<file path="config.mk">
export PLATFORM = sky130hd
export DESIGN_NAME = teletext_dprintf_flat
export DESIGN_NICKNAME = d
export VERILOG_FILES = /design/src/rtl/teletext_dprintf_pkg.sv /design/src/rtl/teletext_dprintf_if.sv /design/src/rtl/teletext_dprintf.sv /design/src/flat_wrapper.sv
export SDC_FILE = /design/constraint.sdc
export NUM_CORES = 1
export LEC_CHECK = 0
export ABC_CLOCK_PERIOD_IN_PS = 3500
export CAP_MARGIN = 20
export CORE_MARGIN = 8
export CORE_UTILIZATION = 40
export CTS_CLUSTER_DIAMETER = 60
export DETAILED_ROUTE_END_ITERATION = 10
export PLACE_DENSITY_LB_ADDON = 0.12
export SLEW_MARGIN = 0
export SYNTH_ARGS = -nofsm -noshare
export SYNTH_HDL_FRONTEND = slang
export SYNTH_SLANG_ARGS = --single-unit
</file>
<file path="constraint.sdc">
create_clock -name clk -period 3.5 [get_ports clk]
set_input_delay 0.7 -clock clk [delete_from_list [all_inputs] [get_ports clk]]
set_output_delay 0.7 -clock clk [all_outputs]
set_load 0.005 [all_outputs]
</file>
<file path="src/rtl/teletext_dprintf_pkg.sv">
// Shared types, control-byte codes and the nibble-to-ASCII helper for teletext_dprintf.
// Defining TELETEXT_DPRINTF_HEX_EN adds the HEX_LO state used for 0x80 hex escapes.
package teletext_dprintf_pkg;

`ifdef TELETEXT_DPRINTF_HEX_EN
  typedef enum logic [1:0] {
    IDLE   = 2'd0,
    BUSY   = 2'd1,
    HEX_LO = 2'd2
  } state_t;
`else
  typedef enum logic [1:0] {
    IDLE = 2'd0,
    BUSY = 2'd1
  } state_t;
`endif

  localparam logic [7:0] CODE_END  = 8'h00;
  localparam logic [7:0] CODE_SKIP = 8'hFF;
  localparam logic [7:0] CODE_HEX  = 8'h80;

  // Uppercase hex digit: 0-9 -> 0x30-0x39, A-F -> 0x41-0x46.
  function automatic logic [7:0] hex_ascii(input logic [3:0] nib);
    return (nib < 4'd10) ? (8'h30 + {4'h0, nib}) : (8'h37 + {4'h0, nib});
  endfunction

endpackage

</file>
<file path="src/rtl/teletext_dprintf_if.sv">
// Request / display-SRAM write bundle for teletext_dprintf, plus FSM state for observation.
// Handshake: upstream raises req__valid and holds it with stable payload until it sees the
// one-cycle ack pulse; the request is captured on the edge that raises ack.
interface teletext_dprintf_if;
  import teletext_dprintf_pkg::*;

  logic        req__valid;
  logic [15:0] req__address;
  logic [63:0] req__data_0;
  logic [63:0] req__data_1;
  logic        ack;
  logic        sram_write__enable;
  logic [15:0] sram_write__address;
  logic [7:0]  sram_write__data;
  logic        busy;
  state_t      state;

  modport master (
    output req__valid, req__address, req__data_0, req__data_1,
    input  ack, sram_write__enable, sram_write__address, sram_write__data, busy, state
  );

  modport slave (
    input  req__valid, req__address, req__data_0, req__data_1,
    output ack, sram_write__enable, sram_write__address, sram_write__data, busy, state
  );
endinterface

</file>
<file path="src/rtl/teletext_dprintf.sv">
// Writes up to 16 captured character bytes into display SRAM, one byte per cycle,
// honouring END/SKIP codes; TELETEXT_DPRINTF_HEX_EN enables 0x80 two-digit hex escapes.
module teletext_dprintf
  import teletext_dprintf_pkg::*;
(
  input logic               clk,
  input logic               reset,
  teletext_dprintf_if.slave bus
);

  state_t       state;
  logic         ack_q;
  logic         wr_en;
  logic [15:0]  wr_addr;
  logic [7:0]   wr_data;
  logic [127:0] buffer;
  logic [15:0]  addr;
  logic [3:0]   idx;
  logic [7:0]   cur;

  // Byte 0 sits in the top bits, so byte n starts at bit 8*(15-n); ~idx == 15-idx.
  assign cur = buffer[{~idx, 3'b000} +: 8];

`ifdef TELETEXT_DPRINTF_HEX_EN
  logic [3:0] idx_nxt;
  logic [7:0] nxt;
  assign idx_nxt = idx + 4'd1;
  assign nxt     = buffer[{~idx_nxt, 3'b000} +: 8];
`endif

  always_ff @(posedge clk) begin
    if (reset) begin
      state   <= IDLE;
      ack_q   <= 1'b0;
      wr_en   <= 1'b0;
      wr_addr <= 16'h0000;
      wr_data <= 8'h00;
      buffer  <= '0;
      addr    <= 16'h0000;
      idx     <= 4'd0;
    end else begin
      ack_q <= 1'b0;
      wr_en <= 1'b0;
      case (state)
        IDLE: begin
          // ack is still high in the cycle after capture while upstream valid lingers.
          if (bus.req__valid && !ack_q) begin
            buffer <= {bus.req__data_0, bus.req__data_1};
            addr   <= bus.req__address;
            idx    <= 4'd0;
            ack_q  <= 1'b1;
            state  <= BUSY;
          end
        end
        BUSY: begin
          if (cur == CODE_END) begin
            state <= IDLE;
          end else if (cur == CODE_SKIP) begin
            addr <= addr + 16'd1;
            if (idx == 4'd15) state <= IDLE;
            else              idx   <= idx + 4'd1;
`ifdef TELETEXT_DPRINTF_HEX_EN
          end else if (cur == CODE_HEX) begin
            if (idx == 4'd15) begin
              state <= IDLE;
            end else begin
              wr_en   <= 1'b1;
              wr_addr <= addr;
              wr_data <= hex_ascii(nxt[7:4]);
              addr    <= addr + 16'd1;
              idx     <= idx_nxt;
              state   <= HEX_LO;
            end
`endif
          end else begin
            wr_en   <= 1'b1;
            wr_addr <= addr;
            wr_data <= cur;
            addr    <= addr + 16'd1;
            if (idx == 4'd15) state <= IDLE;
            else              idx   <= idx + 4'd1;
          end
        end
`ifdef TELETEXT_DPRINTF_HEX_EN
        HEX_LO: begin
          wr_en   <= 1'b1;
          wr_addr <= addr;
          wr_data <= hex_ascii(cur[3:0]);
          addr    <= addr + 16'd1;
          if (idx == 4'd15) state <= IDLE;
          else begin
            idx   <= idx + 4'd1;
            state <= BUSY;
          end
        end
`endif
        default: state <= IDLE;
      endcase
    end
  end

  assign bus.ack                 = ack_q;
  assign bus.sram_write__enable  = wr_en;
  assign bus.sram_write__address = wr_addr;
  assign bus.sram_write__data    = wr_data;
  assign bus.busy                = (state != IDLE);
  assign bus.state               = state;

endmodule

</file>
<file path="src/flat_wrapper.sv">
// flat-port wrapper written by rule: the top's interface ports become plain ports
module teletext_dprintf_flat import teletext_dprintf_pkg::*;
  (clk, reset, bus_req__valid, bus_req__address, bus_req__data_0, bus_req__data_1, bus_ack, bus_sram_write__enable, bus_sram_write__address, bus_sram_write__data, bus_busy, bus_state);
  teletext_dprintf_if bus_i ();
  input logic clk;
  input logic reset;
  input wire logic [$bits(bus_i.req__valid)-1:0] bus_req__valid;
  input wire logic [$bits(bus_i.req__address)-1:0] bus_req__address;
  input wire logic [$bits(bus_i.req__data_0)-1:0] bus_req__data_0;
  input wire logic [$bits(bus_i.req__data_1)-1:0] bus_req__data_1;
  output wire logic [$bits(bus_i.ack)-1:0] bus_ack;
  output wire logic [$bits(bus_i.sram_write__enable)-1:0] bus_sram_write__enable;
  output wire logic [$bits(bus_i.sram_write__address)-1:0] bus_sram_write__address;
  output wire logic [$bits(bus_i.sram_write__data)-1:0] bus_sram_write__data;
  output wire logic [$bits(bus_i.busy)-1:0] bus_busy;
  output wire logic [$bits(bus_i.state)-1:0] bus_state;
  assign bus_i.req__valid = bus_req__valid;
  assign bus_i.req__address = bus_req__address;
  assign bus_i.req__data_0 = bus_req__data_0;
  assign bus_i.req__data_1 = bus_req__data_1;
  assign bus_ack = bus_i.ack;
  assign bus_sram_write__enable = bus_i.sram_write__enable;
  assign bus_sram_write__address = bus_i.sram_write__address;
  assign bus_sram_write__data = bus_i.sram_write__data;
  assign bus_busy = bus_i.busy;
  assign bus_state = bus_i.state;
  teletext_dprintf u_core (.clk(clk), .reset(reset), .bus(bus_i));
endmodule
</file>
Word level (Yosys, flattened, before mapping). Cells that the tools add are included.

Register bits: 176. Memory bits (read-only): 0. Memories: 0. Logic and storage cells: 49. Latch bits: 0. Bits of input ports: 147. Bits in writable memories: 0.

Reduce and logical (&&, ||, !) cells: 13. Div/mod/pow operators: 0. $mul: 0. Bitwise logic cells: 5. Muxes and demuxes: 13. $lt $le $gt $ge: 0. Add/subtract/negate cells: 2. Shifts and indexed selects: 1. Eq/ne operators: 7.

Operators by type and width (number): $shiftx A128 B8 Y8 (1); $mux W16 (2); $pmux W16 S2 (1); $add A16 B1 Y16 const B (1); $mux W4 (3); $eq A8 B8 Y1 const B (1); $logic_not A8 Y1 (1); $pmux W4 S2 (1); $mux W2 (3); $reduce_and A3 Y1 (2); $add A4 B1 Y4 const B (1); $eq A4 B4 Y1 const B (1); $ne A2 B2 Y1 const B (2); $not A1 Y1 (4); $not A4 Y4 (1); $pmux W2 S2 (1); $reduce_and A2 Y1 (2); $reduce_and A4 Y1 (1); $reduce_bool A2 Y1 (2); $ne A3 B1 Y1 const B (1); $reduce_or A3 Y1 (1); $eq A2 B1 Y1 const B (1); $logic_not A2 Y1 (1); $mux W1 (2); 4 further kinds (4).

Logic depth before layout (Yosys ltp). Gate-level depths: netlist (run 1).

Word-level depth: 5. Mapped depth: 11.

Worst setup path after synthesis (run 1). OpenSTA, ideal clock, no wires.

Path type: register to register. From: register u_core.idx[0]. To: register u_core.wr_data[2] (netlist: u_core.bus.sram_write__data[2]). Data required time: 3.385 ns. Setup slack: 0.842 ns. Cell stages (with the launch flop): 11. Data arrival time: 2.544 ns. Buffers on the path: 3. Clock period less this slack: 2.658 ns. Cell sequence: dfxtp_1 -> buf_6 -> buf_6 -> mux4_2 -> nand2_1 -> and3_1 -> nand4_4 -> o41ai_4 -> a41oi_4 -> buf_6 -> o21a_1.

Longest elaborated chain between the ends: 5. Elaborated cells between the ends (all ways): 7.

Ends and longest elaborated chain: from (decl) (RTL line teletext_dprintf.sv:18) `logic [3:0] idx;`; from (signal assigned) (RTL line teletext_dprintf.sv:61) `else idx <= idx + 4'd1;`; from (signal assigned) (RTL line teletext_dprintf.sv:81) `else idx <= idx + 4'd1;`; $not A4 Y4 (*) (RTL line teletext_dprintf.sv:22) `assign cur = buffer[{~idx, 3'b000} +: 8];`; $shiftx A128 B8 Y8 (*) (RTL line teletext_dprintf.sv:22); $eq A8 B8 Y1 or $logic_not A8 Y1 (tied branches) (RTL line teletext_dprintf.sv:58, teletext_dprintf.sv:56); $not A1 Y1 (no line); $reduce_and A3 Y1 (no line); to (signal assigned) (RTL line teletext_dprintf.sv:78) `wr_data <= cur;`; to (decl) (RTL line teletext_dprintf.sv:15) `logic [7:0] wr_data;`.

Mark *: on every way between the ends. The rest lies on a longest branch, timed or not. A chain may end at the register's enable or synchronous reset.

Final worst setup path (run 1).
From: register u_core.idx[0]. To: register u_core.wr_addr[5] (netlist: u_core.bus.sram_write__address[5]).

Longest elaborated chain between the ends: 5. Elaborated cells between the ends (all ways): 7.

Ends and longest elaborated chain: $not A4 Y4 (*) (RTL line teletext_dprintf.sv:22); $shiftx A128 B8 Y8 (*) (RTL line teletext_dprintf.sv:22); $eq A8 B8 Y1 or $logic_not A8 Y1 (tied branches) (RTL line teletext_dprintf.sv:58, teletext_dprintf.sv:56); $not A1 Y1 (no line); $reduce_and A3 Y1 (no line) (*); to (signal assigned) (RTL line teletext_dprintf.sv:77) `wr_addr <= addr;`; to (decl) (RTL line teletext_dprintf.sv:14) `logic [15:0] wr_addr;`.

Marked as above.

==> summary.md, run 1 <==
| Metric | Value |
|---|---|
| Status | finished, final reports clean |
| Worst slack at placement | 0.344 ns |
| Layer with the highest usage | met2 |
| Root Buffer | clkbuf_16 |
| Switch share | 0.288 |
| Worst Tran Pin Value | 0.708 ns |
| Total number of vias | 6840 |
| RSZ-0062 raised after global routing | no |
| Die Wd | 156 µm |
| Full die area | 24300 µm² |
| Final slew viol count | 0 |
| Vias in the first global route | 6669 |
| Fin cells | 1349 |
| F_max | 0.316 GHz |
| CP Buf/Inv Count | 3 |
| Prevailing post-synth register cell | dfxtp_1 |
| Initial DRC count | 446 |
| Cts hold-fix bufs | 0 |
| Post_cts resized | 0 |
| Setup-violating endpoint count in the final report | 0 |
| Async set-reset flop share out of synthesis | 0 |
| Int Pwr | 0.00358 W |
| FF-to-FF path depth | 10 |
| Die height | 156 µm |
| Crit. path cell count | 10 |
| Switch Pwr | 0.00145 W |
| Gr usage total | 0.191 |
| Largest net degree at the start of global routing | 71 |
| Routed Antenna Nets | 0 |
| CTS buffer count | 17 |
| Ports | 176 |
| Reg2reg end | u_core.bus.sram_write__address[5] |
| Drt via density | 5.07 |
| Synth-to-layout area growth | 31.4% |
| CP required | 3.86 ns |
| Hpwl dp | 17.0 mm |
| Hold WS | 0.453 ns |
| Critical path's largest stage delay | 0.63 ns |
| Gpl congestion | 0.818 |
| Initial antenna violation count | 0 |
| Synthesized area per cell | 8.37 µm² |
| Mapped cell area | 7820 µm² |
| Final Skew | 0.00672 ns |
| Core Area | 19300 µm² |
| Reg2Reg Launch Point | u_core.idx[0] |
| PD cells | 490 nW/µm² |
| Setup tns final | 0 ns |
| Drc violations | 0 |
| Worst vdd ir | 310 µV |
| Seq cells post-synth | 175 |
| Total grt overflow | 0 |
| Drt total wl | 23.3 mm |
| Post-synthesis sequential area ratio | 0.448 |
| Combinational share of power | 0.198 |
| Clk slew on worst S/H paths | 0.06 ns |
| Mapped Cells | 934 |
| Worst min path class | reg2reg |
| Period minus WS final | 3.17 ns |
| Reg-to-reg slack, setup | 0.33 ns |
| Worst-path maximum fanout | 26 |
| Crit path max-delay cell type | a41oi_4 |
| Layout cells sized above 1 | 0.0849 |
| Number of cells after detailed placement | 1317 |
| Yosys cell types | 55 |
| Critical path origin | u_core.idx[0] |
| Worst setup path class | reg2reg |
| Rel. slew slack | 0.526 |
| Final worst-path cycle share | 0.904 |
| Port bufs | 174 |
| Post-synth EDFFs | 0 |
| CP arrival | 3.52 ns |
| Fin worst setup slack | 0.335 ns |
| Crit path max-delay family | buffers and inverters |
| Worst-Skew Late Latency | 0.43 ns |
| H-Tree Depth | 4 |
| Clock Power Share | 0.344 |
| Worst Setup End Kind | flip-flop |
| Setup bufs post-CTS | 0 |
| Flop pwr share | 0.458 |
| Routed length per instance | 17.2 µm |
| Leakage | 3.61 nW |
| Synthesized Nets | 1083 |
| Sink Count | 175 |
| CTS tree | yes |
| Critical Path Source Type | flip-flop |
| Max cap viols | 0 |
| Crit path to | u_core.bus.sram_write__address[5] |
| Row count | 51 |
| Ys Warns | 0 |
| Total Nets Final | 1220 |
| Clk buf depth | 2 |
| Met2 Track Usage GR | 0.303 |
| Effective utilization at floorplan | 0.404 |
| CP Cell Sequence | buf_12 > buf_4 > mux4_2 > nand3_1 > and3_1 > nor2_1 > and3_1 > a41oi_4 > buf_12 > mux2i_1 |
| Detailed Routing Iterations Pass 1 | 4 |
| GR met1 Demand/Resource | 0.257 |
| GR Util met3 | 0.0490 |
| ANT cells | 0 |
| First-pass GRT wire length | 36.4 mm |
| Fin. Hold Viols | 0 |
-- cell usage after synthesis (7+ instances only) --
cell type / instances / share of area
a21oi_1: 143 / 0.092
a221oi_1: 8 / 0.0090
a22oi_1: 7 / 0.0067
clkbuf_1: 59 / 0.028
dfxtp_1: 175 / 0.45
mux2i_1: 38 / 0.049
mux4_2: 24 / 0.069
nand2_1: 326 / 0.16
nand3_1: 15 / 0.0096
nor2_1: 12 / 0.0058
nor2b_1: 9 / 0.0072
o21ai_0: 12 / 0.0077
-- cell type report --
class | count | area (µm²)
multi-input combinational | 677 | 3950
clock buffer | 21 | 450
sequential | 175 | 3500
timing repair buffer | 193 | 1930
inverter | 7 | 26.3
fill | 1873 | 9060
tap | 265 | 332
clock inverter | 11 | 82.6
-- cells by family after synthesis --
family / Yosys count / synth area share
AND/OR/NAND/NOR: 394 / 0.212
AO/OA/AOI/OAI: 215 / 0.166
flip-flops: 175 / 0.448
buffers and inverters: 82 / 0.0485
multiplexers: 63 / 0.119
adder cells (fa/ha/maj): 2 / 0.00320
XOR/XNOR: 2 / 0.00224
other: 1 / 0.000480
-- power groups by stage --
stage | sequential [W] | combinational [W] | clock [W]
finish | 0.00230 | 0.000996 | 0.00173
global route | 0.00232 | 0.00110 | 0.00185
CTS | 0.00230 | 0.00101 | 0.00177
detailed placement | 0.00234 | 0.00100 | 0
global placement | 0.00235 | 0.000993 | 0
floorplan | 0.00229 | 0.000622 | 0
-- how the worst min path moves through the flow --
| stage | from | to | slack [ns] | depth (start not counted) |
|---|---|---|---|---|
| global placement | u_core.buffer[44] | u_core.buffer[44] | 0.44 | 2 |
| global route | u_core.bus.sram_write__address[10] | u_core.bus.sram_write__address[10] | 0.47 | 2 |
| finish | u_core.bus.sram_write__address[1] | u_core.bus.sram_write__address[1] | 0.45 | 2 |
| detailed placement | u_core.buffer[26] | u_core.buffer[26] | 0.44 | 2 |
| floorplan | u_core.buffer[108] | u_core.buffer[108] | 0.43 | 2 |
| CTS | u_core.buffer[26] | u_core.buffer[26] | 0.45 | 2 |
-- per-stage QoR --
step	total power [W]	area [µm²]	util
2_1_floorplan	0.00291	7820	-
3_3_place_gp	0.00334	9740	0.504
3_5_place_dp	0.00335	9740	0.504
4_1_cts	0.00508	10300	0.531
5_1_grt	0.00528	10300	0.531
6_report	0.00503	10300	0.531
-- flip-flops by register name, indices dropped and copies added (netlist names) --
name and flops:
u_core.buffer 128, u_core.idx 4, u_core.bus.ack 1, u_core.bus.sram_write__enable 1, u_core.bus.state 1, u_core.bus.sram_write__address 16, u_core.bus.sram_write__data 8, u_core.addr 16
-- metal layers --
| metal | vias up | part of all wire |
|---|---|---|
| li1 | 3487 | - |
| met1 | 3175 | 0.48 |
| met2 | 170 | 0.46 |
| met3 | 8 | 0.052 |
| met4 | 0 | 0.0055 |
| met5 | - | 0 |
-- worst min-delay path: stages, from the launching register on --
cell and delay (ns):
dfxtp_1 0.31, nand2_1 0.05, mux2i_1 0.05
-- cell usage in the layout, fill, tap and decap left out, types with 4 or more instances in the layout --
cell / synthesis / final
a21oi_1: 143 / 143
and3_1: 6 / 6
a22oi_1: 7 / 7
a221oi_1: 8 / 8
buf_4: 6 / 16
mux4_2: 24 / 24
nand2_1: 326 / 325
buf_12: 0 / 4
a22o_1: 5 / 5
o21a_1: 5 / 5
clkdlybuf4s50_1: 0 / 173
nand2b_1: 5 / 5
o21ai_1: 6 / 6
a211oi_1: 5 / 5
nor2b_1: 9 / 9
a31oi_1: 4 / 4
nand3_1: 15 / 15
mux2i_1: 38 / 38
nor2_1: 12 / 12
o221a_2: 4 / 4
o21ai_0: 12 / 12
dfxtp_1: 175 / 174
inv_1: 6 / 6
clkbuf_16: 0 / 17
Note: power is estimated with default switching activity, not from simulation.
==> run 2: changes to the inputs <==
- MAX_ROUTING_LAYER: unset -> met4
- SKIP_LAST_GASP: unset -> 1
==> run 2 against run 1 <==
Compared with the run above:
- register-to-register slack is essentially flat
- global-route usage increased by 0.52 points
- clock power is essentially flat
==> summary.md, run 2 (synthesized netlist as in run 1, its figures left out) <==
| Metric | Value |
|---|---|
| Status | finished, final reports clean |
| Final Skew | 0.00801 ns |
| Rel. slew slack | 0.529 |
| Total number of vias | 6864 |
| Drt via density | 5.09 |
| Layer with the highest usage | met2 |
| Setup bufs post-CTS | 0 |
| Leakage | 3.61 nW |
| Largest net degree at the start of global routing | 71 |
| Initial DRC count | 427 |
| Die Wd | 156 µm |
| Core Area | 19300 µm² |
| Clk buf depth | 2 |
| PD cells | 490 nW/µm² |
| Routed Antenna Nets | 0 |
| CP arrival | 3.51 ns |
| Max cap viols | 0 |
| Largest reg by FF count | u_core.buffer |
| Flop pwr share | 0.458 |
| Ports | 176 |
| Worst-Skew Late Latency | 0.42 ns |
| Reg2reg end | u_core.bus.sram_write__address[5] |
| Sink Count | 175 |
| Worst-path maximum fanout | 26 |
| Initial antenna violation count | 0 |
| Root Buffer | clkbuf_16 |
| Fin. Hold Viols | 0 |
| Switch share | 0.289 |
| Clock Power Share | 0.344 |
| Full die area | 24300 µm² |
| Vias in the first global route | 6670 |
| Setup-violating endpoint count in the final report | 0 |
| Drc violations | 0 |
| Worst setup path class | reg2reg |
| Period minus WS final | 3.16 ns |
| Layout Utilization | 0.531 |
| Reg2Reg Launch Point | u_core.idx[0] |
| Met2 Track Usage GR | 0.303 |
| Final worst-path cycle share | 0.904 |
| F_max | 0.316 GHz |
| Reg-to-reg slack, setup | 0.34 ns |
| Final slew viol count | 0 |
| Effective utilization at floorplan | 0.404 |
| Most common cell after layout, fill and taps aside | nand2_1 |
| Drt total wl | 23.3 mm |
| Number of flip-flops in the largest register | 128 |
| Hold_sp | u_core.bus.sram_write__address[1] |
| Gr usage total | 0.196 |
| Post_cts resized | 0 |
| Worst Tran Pin Value | 0.704 ns |
| Switch Pwr | 0.00145 W |
| CP required | 3.85 ns |
| CTS buffer count | 17 |
| Cts hold-fix bufs | 0 |
| Port bufs | 174 |
| H-Tree Depth | 4 |
| Commonest cells after routing, fill and taps aside | 325 x nand2_1, 174 x dfxtp_1, 173 x clkdlybuf4s50_1 |
| ANT cells | 0 |
| Detailed Routing Iterations Pass 1 | 5 |
| Critical Path Source Type | flip-flop |
| Worst Setup End Kind | flip-flop |
| Synth-to-layout area growth | 31.4% |
| Total grt overflow | 0 |
| GR Util met3 | 0.0443 |
| Layout cells sized above 1 | 0.0849 |
| First-pass GRT wire length | 36.4 mm |
| Die height | 156 µm |
| Total Nets Final | 1220 |
| Worst min path class | reg2reg |
| Hold Path Sink | u_core.bus.sram_write__address[1] |
| Row count | 51 |
| CTS tree | yes |
| Int Pwr | 0.00358 W |
| Gpl congestion | 0.831 |
| FF-to-FF path depth | 10 |
| Worst vdd ir | 311 µV |
| Hpwl dp | 17.0 mm |
| Combinational share of power | 0.198 |
| Hold depth | 2 |
| GR met1 Demand/Resource | 0.260 |
| Setup tns final | 0 ns |
| Routed length per instance | 17.3 µm |
| RSZ-0062 raised after global routing | no |
| Clk slew on worst S/H paths | 0.06 ns |
[run 2: cell counts in the layout (fill, tap and decap cells not counted)]
No cell type changed its count.
[run 2: layout make-up]
type | instances | area (µm²)
Fill cell | 1873 | 9060
Multi-Input combinational cell | 677 | 3950
Sequential cell | 175 | 3500
Timing Repair Buffer | 193 | 1930
Clock buffer | 21 | 450
Tap cell | 265 | 332
Clock inverter | 11 | 82.6
Inverter | 7 | 26.3
[run 2: metal layers]
metal | vias to the layer above | share of wire | wire length [µm]
li1 | 3480 | - | -
met1 | 3199 | 0.48 | 11200
met2 | 177 | 0.47 | 10800
met3 | 8 | 0.048 | 1120
met4 | 0 | 0.0055 | 127
met5 | - | 0 | 0
[run 2: worst max-delay path: stages (launching register included)]
cell and delay, ns:
dfxtp_2 0.47, buf_12 0.26, buf_4 0.19, mux4_2 0.49, nand3_1 0.09, and3_1 0.28, nor2_1 0.07, and3_1 0.20
a41oi_4 0.63, buf_12 0.23, mux2i_1 0.18
[run 2: per-stage QoR]
stage	hold slack (ns)	power (W)	cell area, µm²	instances	setup slack [ns]
after floorplan	0.433	0.00291	7820	934	0.842
after global placement	0.440	0.00334	9740	1317	0.404
after detailed placement	0.445	0.00335	9740	1317	0.344
after CTS	0.453	0.00508	10300	1349	0.324
after global routing	0.471	0.00528	10300	1349	0.116
final	0.453	0.00503	10300	1349	0.336
[run 2: worst max-delay path by stage]
stage,startpoint,end,cells after the start
6_report,u_core.idx[0],u_core.bus.sram_write__address[5],10
5_1_grt,u_core.idx[0],u_core.bus.sram_write__address[8],10
4_1_cts,u_core.idx[0],u_core.bus.sram_write__address[8],10
3_5_place_dp,u_core.idx[0],u_core.bus.sram_write__address[4],10
3_3_place_gp,u_core.idx[0],u_core.bus.sram_write__address[4],10
2_1_floorplan,u_core.idx[0],u_core.bus.sram_write__data[2],10
[run 2: power by group through the flow]
stage / registers [W] / logic [W] / clock network (W)
2_1_floorplan: 0.00229 / 0.000622 / 0
3_3_place_gp: 0.00235 / 0.000993 / 0
3_5_place_dp: 0.00234 / 0.00100 / 0
4_1_cts: 0.00230 / 0.00101 / 0.00177
5_1_grt: 0.00232 / 0.00110 / 0.00185
6_report: 0.00230 / 0.000995 / 0.00173
